File: config.mk
export PLATFORM = sky130hd
export DESIGN_NAME = i2cmb_cmd_sequencer
export DESIGN_NICKNAME = d
export VERILOG_FILES = /design/src/rtl/i2cmb_cmd_sequencer.sv
export SDC_FILE = /design/constraint.sdc
export NUM_CORES = 1
export LEC_CHECK = 0
export CORE_ASPECT_RATIO = 0.7
export CORE_MARGIN = 3
export CORE_UTILIZATION = 58
export CTS_CLUSTER_DIAMETER = 80
export DETAILED_ROUTE_END_ITERATION = 8
export HOLD_SLACK_MARGIN = 0.06
export PLACE_DENSITY = 0.85
export SKIP_CTS_REPAIR_TIMING = 1
export SLEW_MARGIN = 30
export SYNTH_ARGS = -nofsm -noshare
export SYNTH_HDL_FRONTEND = slang
export SYNTH_SLANG_ARGS = --single-unit
File: constraint.sdc
create_clock -name clk_i -period 7.15 [get_ports clk_i]
set_clock_uncertainty 0.15 [all_clocks]
set_input_delay 2.145 -clock clk_i [delete_from_list [all_inputs] [get_ports clk_i]]
set_output_delay 2.145 -clock clk_i [all_outputs]
set_load 0.005 [all_outputs]
File: src/rtl/i2cmb_cmd_sequencer.sv
// Drives one I2C byte transaction (bus select, start, address, data, stop) through the
// IICMB Wishbone register interface and reports a 2-bit completion status per request.
module i2cmb_cmd_sequencer #(
  parameter int WB_ADDR_WIDTH  = 2,
  parameter int WB_DATA_WIDTH  = 8,
  parameter int TIMEOUT_CYCLES = 65535
) (
  input  logic                     clk_i,
  input  logic                     rst_i,
  // Request/response handshake: a request transfers on a cycle where req_valid && req_ready;
  // req_ready is high only while idle. rsp_valid is a one-cycle pulse with no back-pressure.
  input  logic                     req_valid,
  output logic                     req_ready,
  input  logic [3:0]               req_bus,
  input  logic [6:0]               req_addr,
  input  logic                     req_rw,
  input  logic [7:0]               req_wdata,
  output logic                     rsp_valid,
  output logic [1:0]               rsp_status,
  output logic [7:0]               rsp_rdata,
  output logic                     cyc_o,
  output logic                     stb_o,
  output logic                     we_o,
  output logic [WB_ADDR_WIDTH-1:0] adr_o,
  output logic [WB_DATA_WIDTH-1:0] dat_o,
  input  logic [WB_DATA_WIDTH-1:0] dat_i,
  input  logic                     ack_i,
  input  logic                     irq_i
);

  typedef enum logic [3:0] {
    ST_INIT, ST_IDLE, ST_SETBUS_DPR, ST_SETBUS_CMD, ST_START_CMD, ST_ADDR_DPR, ST_ADDR_CMD,
    ST_DATA_DPR, ST_DATA_CMD, ST_RDDPR, ST_STOP_CMD, ST_WAIT, ST_WAIT_RD, ST_RESP
  } state_t;

  typedef enum logic [2:0] {CMD_SETBUS, CMD_START, CMD_ADDR, CMD_DATA, CMD_STOP} cmd_t;

  localparam logic [1:0]  REG_CSR = 2'd0;
  localparam logic [1:0]  REG_DPR = 2'd1;
  localparam logic [1:0]  REG_CMDR = 2'd2;
  localparam logic [1:0]  STS_OK = 2'b00;
  localparam logic [1:0]  STS_NAK = 2'b01;
  localparam logic [1:0]  STS_AL = 2'b10;
  localparam logic [1:0]  STS_ERR = 2'b11;
  localparam logic [15:0] TO_LAST = 16'(TIMEOUT_CYCLES - 1);

  state_t      state, state_d;
  cmd_t        cmd, cmd_d;
  logic [3:0]  bus_q;
  logic [6:0]  addr_q;
  logic        rw_q;
  logic [7:0]  wdata_q;
  logic [7:0]  rd_q;
  logic [1:0]  sts_q;
  logic        sts_set;
  logic [15:0] cnt;

  logic        acc_start, acc_we, acc_done;
  logic [1:0]  acc_adr;
  logic [7:0]  acc_dat;
  logic        sts_wr, capture, rd_capture;
  logic [1:0]  sts_val, sts_final;
  logic [7:0]  rd_byte;

  assign acc_done  = cyc_o & ack_i;
  assign rd_byte   = dat_i[7:0];
  assign req_ready = (state == ST_IDLE);
  assign rsp_valid = (state == ST_RESP);
  assign sts_final = sts_set ? sts_q : (sts_wr ? sts_val : STS_OK);

  always_comb begin
    state_d    = state;
    cmd_d      = cmd;
    acc_start  = 1'b0;
    acc_we     = 1'b0;
    acc_adr    = REG_CSR;
    acc_dat    = 8'h00;
    sts_wr     = 1'b0;
    sts_val    = STS_OK;
    capture    = 1'b0;
    rd_capture = 1'b0;
    unique case (state)
      ST_INIT: begin
        acc_start = 1'b1; acc_we = 1'b1; acc_adr = REG_CSR; acc_dat = 8'hC0;
        if (acc_done) state_d = ST_IDLE;
      end
      ST_IDLE: begin
        if (req_valid) begin
          capture = 1'b1;
          state_d = ST_SETBUS_DPR;
        end
      end
      ST_SETBUS_DPR: begin
        acc_start = 1'b1; acc_we = 1'b1; acc_adr = REG_DPR; acc_dat = {4'h0, bus_q};
        if (acc_done) state_d = ST_SETBUS_CMD;
      end
      ST_SETBUS_CMD: begin
        acc_start = 1'b1; acc_we = 1'b1; acc_adr = REG_CMDR; acc_dat = 8'h06;
        if (acc_done) begin cmd_d = CMD_SETBUS; state_d = ST_WAIT; end
      end
      ST_START_CMD: begin
        acc_start = 1'b1; acc_we = 1'b1; acc_adr = REG_CMDR; acc_dat = 8'h04;
        if (acc_done) begin cmd_d = CMD_START; state_d = ST_WAIT; end
      end
      ST_ADDR_DPR: begin
        acc_start = 1'b1; acc_we = 1'b1; acc_adr = REG_DPR; acc_dat = {addr_q, rw_q};
        if (acc_done) state_d = ST_ADDR_CMD;
      end
      ST_ADDR_CMD: begin
        acc_start = 1'b1; acc_we = 1'b1; acc_adr = REG_CMDR; acc_dat = 8'h01;
        if (acc_done) begin cmd_d = CMD_ADDR; state_d = ST_WAIT; end
      end
      ST_DATA_DPR: begin
        acc_start = 1'b1; acc_we = 1'b1; acc_adr = REG_DPR; acc_dat = wdata_q;
        if (acc_done) state_d = ST_DATA_CMD;
      end
      ST_DATA_CMD: begin
        acc_start = 1'b1; acc_we = 1'b1; acc_adr = REG_CMDR; acc_dat = rw_q ? 8'h03 : 8'h01;
        if (acc_done) begin cmd_d = CMD_DATA; state_d = ST_WAIT; end
      end
      ST_RDDPR: begin
        acc_start = 1'b1; acc_adr = REG_DPR;
        if (acc_done) begin rd_capture = 1'b1; state_d = ST_STOP_CMD; end
      end
      ST_STOP_CMD: begin
        acc_start = 1'b1; acc_we = 1'b1; acc_adr = REG_CMDR; acc_dat = 8'h05;
        if (acc_done) begin cmd_d = CMD_STOP; state_d = ST_WAIT; end
      end
      ST_WAIT: begin
        // irq wins over a timeout expiring on the same cycle; a timeout never issues STOP
        if (irq_i) state_d = ST_WAIT_RD;
        else if (cnt == TO_LAST) begin
          sts_wr = 1'b1; sts_val = STS_ERR; state_d = ST_RESP;
        end
      end
      ST_WAIT_RD: begin
        acc_start = 1'b1; acc_adr = REG_CMDR;
        if (acc_done) begin
          if (rd_byte[5]) begin
            sts_wr = 1'b1; sts_val = STS_AL; state_d = ST_RESP;
          end else if (rd_byte[4] || !(rd_byte[6] || rd_byte[7])) begin
            sts_wr = 1'b1; sts_val = STS_ERR;
            state_d = (cmd == CMD_STOP) ? ST_RESP : ST_STOP_CMD;
          end else if (rd_byte[6]) begin
            sts_wr = 1'b1; sts_val = STS_NAK;
            state_d = (cmd == CMD_STOP) ? ST_RESP : ST_STOP_CMD;
          end else begin
            unique case (cmd)
              CMD_SETBUS: state_d = ST_START_CMD;
              CMD_START:  state_d = ST_ADDR_DPR;
              CMD_ADDR:   state_d = rw_q ? ST_DATA_CMD : ST_DATA_DPR;
              CMD_DATA:   state_d = rw_q ? ST_RDDPR : ST_STOP_CMD;
              default:    state_d = ST_RESP;
            endcase
          end
        end
      end
      ST_RESP: state_d = ST_IDLE;
      default: state_d = ST_INIT;
    endcase
  end

  always_ff @(posedge clk_i or posedge rst_i) begin
    if (rst_i) begin
      state <= ST_INIT;
      cmd   <= CMD_SETBUS;
    end else begin
      state <= state_d;
      cmd   <= cmd_d;
    end
  end

  // Wishbone engine: a request is only taken while cyc_o is low, so there is always one
  // idle cycle between the ack and the next access.
  always_ff @(posedge clk_i or posedge rst_i) begin
    if (rst_i) begin
      cyc_o <= 1'b0;
      stb_o <= 1'b0;
      we_o  <= 1'b0;
      adr_o <= '0;
      dat_o <= '0;
    end else if (cyc_o) begin
      if (ack_i) begin
        cyc_o <= 1'b0;
        stb_o <= 1'b0;
        we_o  <= 1'b0;
        adr_o <= '0;
        dat_o <= '0;
      end
    end else if (acc_start) begin
      cyc_o <= 1'b1;
      stb_o <= 1'b1;
      we_o  <= acc_we;
      adr_o <= WB_ADDR_WIDTH'(acc_adr);
      dat_o <= WB_DATA_WIDTH'(acc_dat);
    end
  end

  always_ff @(posedge clk_i or posedge rst_i) begin
    if (rst_i) begin
      bus_q      <= '0;
      addr_q     <= '0;
      rw_q       <= 1'b0;
      wdata_q    <= '0;
      rd_q       <= '0;
      sts_q      <= STS_OK;
      sts_set    <= 1'b0;
      cnt        <= '0;
      rsp_status <= STS_OK;
      rsp_rdata  <= '0;
    end else begin
      if (capture) begin
        bus_q   <= req_bus;
        addr_q  <= req_addr;
        rw_q    <= req_rw;
        wdata_q <= req_wdata;
        rd_q    <= '0;
        sts_q   <= STS_OK;
        sts_set <= 1'b0;
      end else begin
        if (rd_capture) rd_q <= rd_byte;
        // the first failure sticks; later ones (e.g. from STOP) are dropped
        if (sts_wr && !sts_set) begin
          sts_q   <= sts_val;
          sts_set <= 1'b1;
        end
      end
      cnt <= (state == ST_WAIT) ? cnt + 16'd1 : 16'd0;
      if (state_d == ST_RESP && state != ST_RESP) begin
        rsp_status <= sts_final;
        rsp_rdata  <= rd_q;
      end
    end
  end

endmodule

-- Yosys cells after proc, flatten, opt, wreduce, memory -nomap -nowiden
Index checks and enable logic that the tools add are counted.
- flip-flop bits (word level): 77
- bits of input ports: 33
- add/sub/neg operators: 1
- reduce and logical (&&, ||, !) cells: 19
- bitwise operators: 1
- muxes and demuxes: 70
- eq/ne operators: 26
- operators with widths (kind ; count):
    $pmux 8 s9 ; 1
    $mux 4 ; 14
    $mux 8 ; 5
    $pmux 4 s10 ; 1
    $eq 4x4->1 const B ; 7
    $mux 2 ; 14
    $mux 1 ; 23
    $mux 3 ; 6
    $add 16x1->16 const B ; 1
    $eq 16x16->1 const B ; 1
    $eq 4x3->1 const B ; 4
    $mux 16 ; 1
    $pmux 4 s4 ; 1
    $pmux 3 s5 ; 1
    $reduce_or 11->1 ; 1
    $ne 2x2->1 const B ; 5
    $reduce_or 9->1 ; 1
    $eq 4x2->1 const B ; 2
    $pmux 2 s2 ; 2
    $eq 3x2->1 const B ; 2
    $reduce_and 6->1 ; 1
    $reduce_bool 2->1 ; 3
    $reduce_or 6->1 ; 1
    $reduce_bool 5->1 ; 1
    15 further kinds ; 18

-- Longest topological paths before layout
Gate-level depths: netlist (run 1).
- depth after elaboration: 10
- mapped depth: 9

-- Worst setup path before layout (run 1)
No wires, ideal clock.
- path kind: input port to flip-flop
- from: input ack_i
- to: register rsp_rdata[0]
- slack: 3.160 ns
- arrival time: 3.715 ns
- stages: 9
- path through: buf_2 -> nand2_4 -> nor2_1 -> a311oi_1 -> a2111oi_0 -> or3_4 -> nand4b_4 -> buf_6 -> mux2_4
- word-level cells in the longest chain between the ends: 5
- elaborated cells between the ends (all ways): 11
- ends and longest elaborated chain (what ; line ; text):
    start: declaration ; 27 ; input logic ack_i,
    $and 1x1->1 * ; 65 ; assign acc_done = cyc_o & ack_i;
    $mux 4 (tied with other cells) ; 138 ; if (acc_done) begin
    $pmux 4 s10 * ; 82 ; unique case (state)
    named net state_d[1] ; 47 ; state_t state, state_d;
    $eq 4x4->1 * ; 229 ; if (state_d == ST_RESP && state != ST_RESP) begin
    $logic_and 1x1->1 * ; 229 ;
    end signal: assignment ; 231 ; rsp_rdata <= rd_q;
    end: declaration ; 20 ; output logic [7:0] rsp_rdata,
The timed path passes the listed nets; every way through them passes the cells marked *.
A chain may end at the register's enable or synchronous reset.

-- Worst setup path after layout (run 1)
- from: register state[0]
- to: output req_ready
- word-level cells in the longest chain between the ends: 1
- ends and longest elaborated chain (what ; line ; text):
    start: declaration ; 47 ;
    start signal: assignment ; 168 ; state <= state_d;
    $eq 4x1->1 ; 67 ; assign req_ready = (state == ST_IDLE);
    end: declaration ; 13 ; output logic req_ready,
No other way between the ends.

==> results of run 1 <==
report_power, final:
group,switching (µW),internal (µW),total [µW]
Combinational,374,356,730
Sequential,142,575,717
Clock,163,198,362
final cells by class:
class / instances / area share, %
Clock buffer: 9 / 2.63
Clock inverter: 7 / 2.05
Inverter: 14 / 1.12
Multi-Input combinational cell: 253 / 38.1
Sequential cell: 77 / 41.0
Tap cell: 91 / 2.42
Timing Repair Buffer: 60 / 12.7
worst min-delay path by stage:
stage	start	to	cells past startpoint
4_1_cts	dat_o[5]	dat_o[5]	2
3_5_place_dp	stb_o	stb_o	1
5_1_grt	rd_q[4]	rd_q[4]	1
3_3_place_gp	dat_o[4]	dat_o[4]	2
6_report	dat_o[5]	dat_o[5]	2
2_1_floorplan	rd_q[0]	rd_q[0]	1
cells in the final DEF (no fill, tap or decap), types with 3 or more instances in the layout:
| cell | Yosys | layout |
|---|---|---|
| nor2_1 | 36 | 36 |
| nand4_1 | 6 | 6 |
| o22ai_1 | 6 | 6 |
| a22o_1 | 13 | 13 |
| nor3_1 | 8 | 8 |
| or3_1 | 5 | 5 |
| inv_1 | 13 | 12 |
| mux2i_1 | 7 | 7 |
| nand3_1 | 9 | 9 |
| and3_1 | 4 | 4 |
| clkbuf_8 | 0 | 9 |
| nand2_1 | 24 | 23 |
| a31oi_1 | 3 | 3 |
| o21ai_0 | 15 | 15 |
| xnor2_1 | 4 | 4 |
| xor2_1 | 9 | 9 |
| dfrtp_1 | 77 | 77 |
| nand2b_1 | 3 | 3 |
| a21o_1 | 4 | 4 |
| o32ai_1 | 3 | 3 |
| a21oi_1 | 23 | 23 |
| clkdlybuf4s50_1 | 0 | 57 |
| mux2_4 | 9 | 9 |
| a211oi_1 | 3 | 3 |
| mux2_2 | 21 | 21 |
metrics by stage:
step	area, µm²	total power [µW]	util (%)	setup WS [ns]
floorplan	3860	1180	-	2.89
global placement	4480	1400	70.7	2.48
detailed placement	4480	1430	70.7	2.41
CTS	4700	1800	74.2	2.39
global route	4700	1920	74.2	2.17
finish	4700	1810	74.2	2.32
sequential cells by signal, summed over array words and instances (netlist names):
name / cells
addr_q: 7
adr_o: 2
bus_q: 4
cmd: 3
cnt: 16
cyc_o: 1
dat_o: 8
rd_q: 8
rsp_rdata: 8
rsp_status: 2
rw_q: 1
state: 4
stb_o: 1
sts_q: 2
sts_set: 1
wdata_q: 8
we_o: 1
metal layers:
metal / wire length, µm / GRT usage (%)
met4: 193 / 9.44
met3: 754 / 7.29
met1: 4090 / 34.5
met5: 0 / 0
met2: 4120 / 38.3
cells by family after synthesis:
logic type | Yosys count | synth area share (%)
AOI/OAI and AO/OA | 89 | 15.7
xor gates and xnor gates | 13 | 2.95
adders and majority gates | 2 | 0.648
buffers and inverters | 34 | 3.76
DFF | 77 | 49.9
muxes | 37 | 11.4
and+or+nand+nor | 112 | 15.7
tightest hold or removal path: stages, from the launching register on:
cell     delay [ns]
dfrtp_1        0.35
nand2_1        0.05
o21ai_0        0.06
==> impl_results.md, run 1 <==
* Status: finished, final reports clean
* Kind of cell adding the most delay to the critical path: flip-flops
* Count leader, synth: dfrtp_1
* Crit end category: primary output
* Clk sink count at 77
* Post-synth top cells: dfrtp_1 (77), nor2_1 (36), nand2_1 (24)
* Die width at 104 µm
* Vias at 3,083
* Initial antenna violation count at 0
* Mean Syn Cell Area at 10.6 µm²
* Worst-path maximum fanout at 22
* Initial core utilization at 61.0%
* Peak VDD IR at 0.000302 V
* Buf/Inv on CP at 1
* Starting DRT DRC Count at 221
* Power Density at 384 nW/µm²
* DRC viols at 0
* Vias per inst at 6.03
* Die area at 7690 µm²
* Max-slew violations at 0
* Worst slew margin at 39.7%
* Post-Syn Instances at 364
* Remaining antenna violation count at 0
* Yosys Warn Count at 0
* Clock buffer depth at 2
* WP data required at 4.86 ns
* Io pins at 58
* Levels on crit path at 3
* #FFs+latches synth at 77
* Synth top area cells: dfrtp_1 (50%), mux2_2 (6.1%), mux2_4 (3.5%), nor2_1 (3.5%), a21oi_1 (3.0%)
* Fin nets at 450
* CTS root buffer: clkbuf_8
* Min-delay worst type: flip-flop to flip-flop
* Final WL at 9.16 mm
* Grt total ovfl at 0
* Sequential share of the synthesized area at 49.9%
* Port Buf Inserts at 57
* Main synth FF type: dfrtp_1
* Crit-path max cell delay at 0.83 ns
* Area occupied by multi-input gates at 1790 µm²
* Area growth syn-to-layout at 21.8%
* Nature of the critical path startpoint: flip-flop
* Crit-path slowest cell: dfrtp_1
* Inst Count DP at 495
* Fin. Hold Viols at 0
* Synth Cell Area at 3860 µm²
* Tcrit/Tclk final at 67.6%
* Final setup TNS at 0 ns
* Post-Syn Nets at 399
* First-pass GRT wire length at 15.1 mm
* LEAKAGE at 0.00210 µW
* CTS tree: done
* R2R depth at 7
* CP Data Arrival Time at 2.54 ns
* Tot GR Track Use at 25.0%
* Finish-stage setup viols at 0
* Setup crit start: state[0]
* Post-DR wirelength/cell at 17.9 µm
* Cell Rows at 24
* Hold slack at 0.341 ns
* CTS buffer count at 9
* Hpwl dp at 6.17 mm
* Fin cells at 511
* Crit Path Category: flip-flop to primary output
* Core ar. at 6340 µm²
* Critical Path Sink: req_ready
* Share of cells above drive strength 1 at 15.7%
* Reg2reg start: state[3]
* Drt first pass iters at 6
* FF/Latch Area at 1930 µm²
* Die H at 74.3 µm
* Tmin final at 4.83 ns
* CP Cell Sequence: nand2_1 > nor3_2 > clkdlybuf4s50_1
* Reg2Reg Capture Point: rsp_rdata[5]
* Unrepaired setup endpoints after global routing: false
* Async SR Flop Fraction at 100%
* FILL cells at 431
* Ant. Diodes at 0
* CTS H-tree lvls at 3
* Vias in the first global route at 2,984
* Worst-path clk slew at 0.08 ns
* Final GP Congestion at 0.933
* Worst-Margin Slew at 0.905 ns
* Fmax at 207 MHz
* Yosys top cell by area: dfrtp_1
* Share of the synthesized area in the top cell type at 49.9%
* Netlist cell types at 61
* Clock Latency Late Sink at 0.35 ns
* EDFF count, synth at 0
* Worst reg2reg setup slack at 3.94 ns
* MaxCap Viol Count at 0
* Largest net degree at the start of global routing at 78
Power figures use the tool's default switching activity.
==> run 2, diff against run 1 <==
--- a/config.mk
+++ b/config.mk
@@ -7,11 +7,11 @@
 export LEC_CHECK = 0
 export CORE_ASPECT_RATIO = 0.7
 export CORE_MARGIN = 3
-export CORE_UTILIZATION = 58
+export CORE_UTILIZATION = 49
 export CTS_CLUSTER_DIAMETER = 80
 export DETAILED_ROUTE_END_ITERATION = 8
 export HOLD_SLACK_MARGIN = 0.06
-export PLACE_DENSITY = 0.85
+export PLACE_DENSITY = 0.76
 export SKIP_CTS_REPAIR_TIMING = 1
 export SLEW_MARGIN = 30
 export SYNTH_ARGS = -nofsm -noshare
==> constraint.sdc (replaced) <==
create_clock -name clk_i -period 4.2 [get_ports clk_i]
set_clock_uncertainty 0.15 [all_clocks]
set_input_delay 1.26 -clock clk_i [delete_from_list [all_inputs] [get_ports clk_i]]
set_output_delay 1.26 -clock clk_i [all_outputs]
set_load 0.005 [all_outputs]
==> impl_results.md, run 2 (synthesis gave the netlist of run 1 again) <==
* Status: finished, final reports clean
* Worst-Margin Slew at 0.767 ns
* Final Worst Setup Slack at 0.683 ns
* Inst Count DP at 506
* Io pins at 58
* Place WS at 0.358 ns
* Min-delay worst type: flip-flop to flip-flop
* Area occupied by multi-input gates at 1790 µm²
* Core ar. at 7480 µm²
* Most common cell after layout, fill and taps aside: dfrtp_1
* Tmin final at 3.52 ns
* Worst reg2reg setup slack at 1.04 ns
* Hold Path Origin: stb_o
* Clock buffer depth at 2
* Grt total ovfl at 0
* Port Buf Inserts at 57
* Cell Rows at 26
* Max-slew violations at 0
* Tcrit/Tclk final at 83.7%
* Final setup TNS at 0 ns
* Reg2Reg Capture Point: rsp_rdata[3]
* R2R depth at 6
* Clk sink count at 77
* CTS buffer count at 9
* Die width at 112 µm
* Fin. Hold Viols at 0
* Starting DRT DRC Count at 217
* Ant. Diodes at 0
* Drt first pass iters at 4
* Final WL at 9.23 mm
* Power Density at 670 nW/µm²
* CTS tree: done
* Hold depth at 1
* Finish-stage setup viols at 0
* Share of cells above drive strength 1 at 16.3%
* Worst slew margin at 48.8%
* Fmax at 284 MHz
* Setup crit start: state[3]
* Area growth syn-to-layout at 24.7%
* Die area at 9000 µm²
* Die H at 80.3 µm
* Hpwl dp at 6.58 mm
* CTS root buffer: clkbuf_16
* Initial core utilization at 51.6%
* Clock Latency Late Sink at 0.34 ns
* Hold Path End: stb_o
* First-pass GRT wire length at 15.5 mm
* Peak VDD IR at 0.000377 V
* Remaining antenna violation count at 0
* Total power at 3230 µW
* Initial antenna violation count at 0
* Fin cells at 522
* Largest register FFs at 16
* CTS H-tree lvls at 3
* MaxCap Viol Count at 0
* Most frequent cells in the layout: dfrtp_1 (77), clkdlybuf4s50_1 (57), nor2_1 (36)
* Vias in the first global route at 2,990
* Worst-path clk slew at 0.06 ns
* FF/Latch Area at 1930 µm²
* CP Data Arrival Time at 2.11 ns
* Final GP Congestion at 0.880
* Vias at 3,001
* Nature of the critical path startpoint: flip-flop
* Crit end category: primary output
* FILL cells at 578
* Reg2reg start: state[2]
* DRC viols at 0
* Util after Layout at 64.4%
* Worst-path maximum fanout at 11
* Post-DR wirelength/cell at 17.7 µm
* LEAKAGE at 0.00215 µW
* Fin nets at 454
* WP data required at 2.79 ns
* Largest net degree at the start of global routing at 32
* Unrepaired setup endpoints after global routing: false
* Crit Path Category: flip-flop to primary output
* Vias per inst at 5.75
* Most flop-heavy register: cnt
* Tot GR Track Use at 22.1%
## run 2: changes by cell type in the layout (fill, tap and decap cells not counted)
cell | before | now
clkbuf_16 | 0 | 9
clkbuf_8 | 9 | 0
buf_4 | 2 | 7
clkinv_2 | 2 | 0
clkinvlp_4 | 0 | 2
buf_6 | 1 | 0
bufinv_16 | 2 | 1
clkbuf_1 | 0 | 1
clkinv_4 | 1 | 2
inv_6 | 2 | 1
## run 2: critical path, stage by stage, from the launching register on
cell and delay, ns:
dfrtp_1 0.49, inv_2 0.18, nand2_1 0.17, nor3_2 0.34, clkdlybuf4s50_1 0.58
## run 2: metrics by stage
stage,hold slack (ns),area [µm²]
5_1_grt,0.357,4820
6_report,0.333,4820
2_1_floorplan,0.316,3860
4_1_cts,0.331,4820
3_3_place_gp,0.326,4520
3_5_place_dp,0.321,4520
## run 2: final cells by class
type                    instances  share of cell area, %
multi-input cells             253                   37.2
flip-flops and latches         77                   40.0
inverters                      14                   1.09
repair buffers                 64                   12.9
clock buffers                  10                   4.75
well taps                      98                   2.54
clock inverters                 6                   1.48
## run 2: worst max-delay path by stage
stage,end,slack (ns),cells after the start
CTS,rsp_rdata[3],0.69,8
global route,rsp_rdata[1],0.56,8
floorplan,addr_q[0],0.82,1
finish,req_ready,0.68,4
global placement,rsp_status[1],0.42,8
detailed placement,rsp_rdata[1],0.36,8
## run 2: routing by layer
metal / vias up / GRT usage [%] / share of wire (%)
li1: 1434 / - / -
met3: 13 / 5.50 / 5.7
met5: - / 0 / 0
met2: 103 / 32.7 / 45
met4: 0 / 7.20 / 1.5
met1: 1451 / 31.8 / 48
## run 2: report_power, final
part	internal, µW	leakage (µW)	switching, µW
logic	619	0.000999	615
registers	981	0.00101	240
clock network	464	0.000139	310
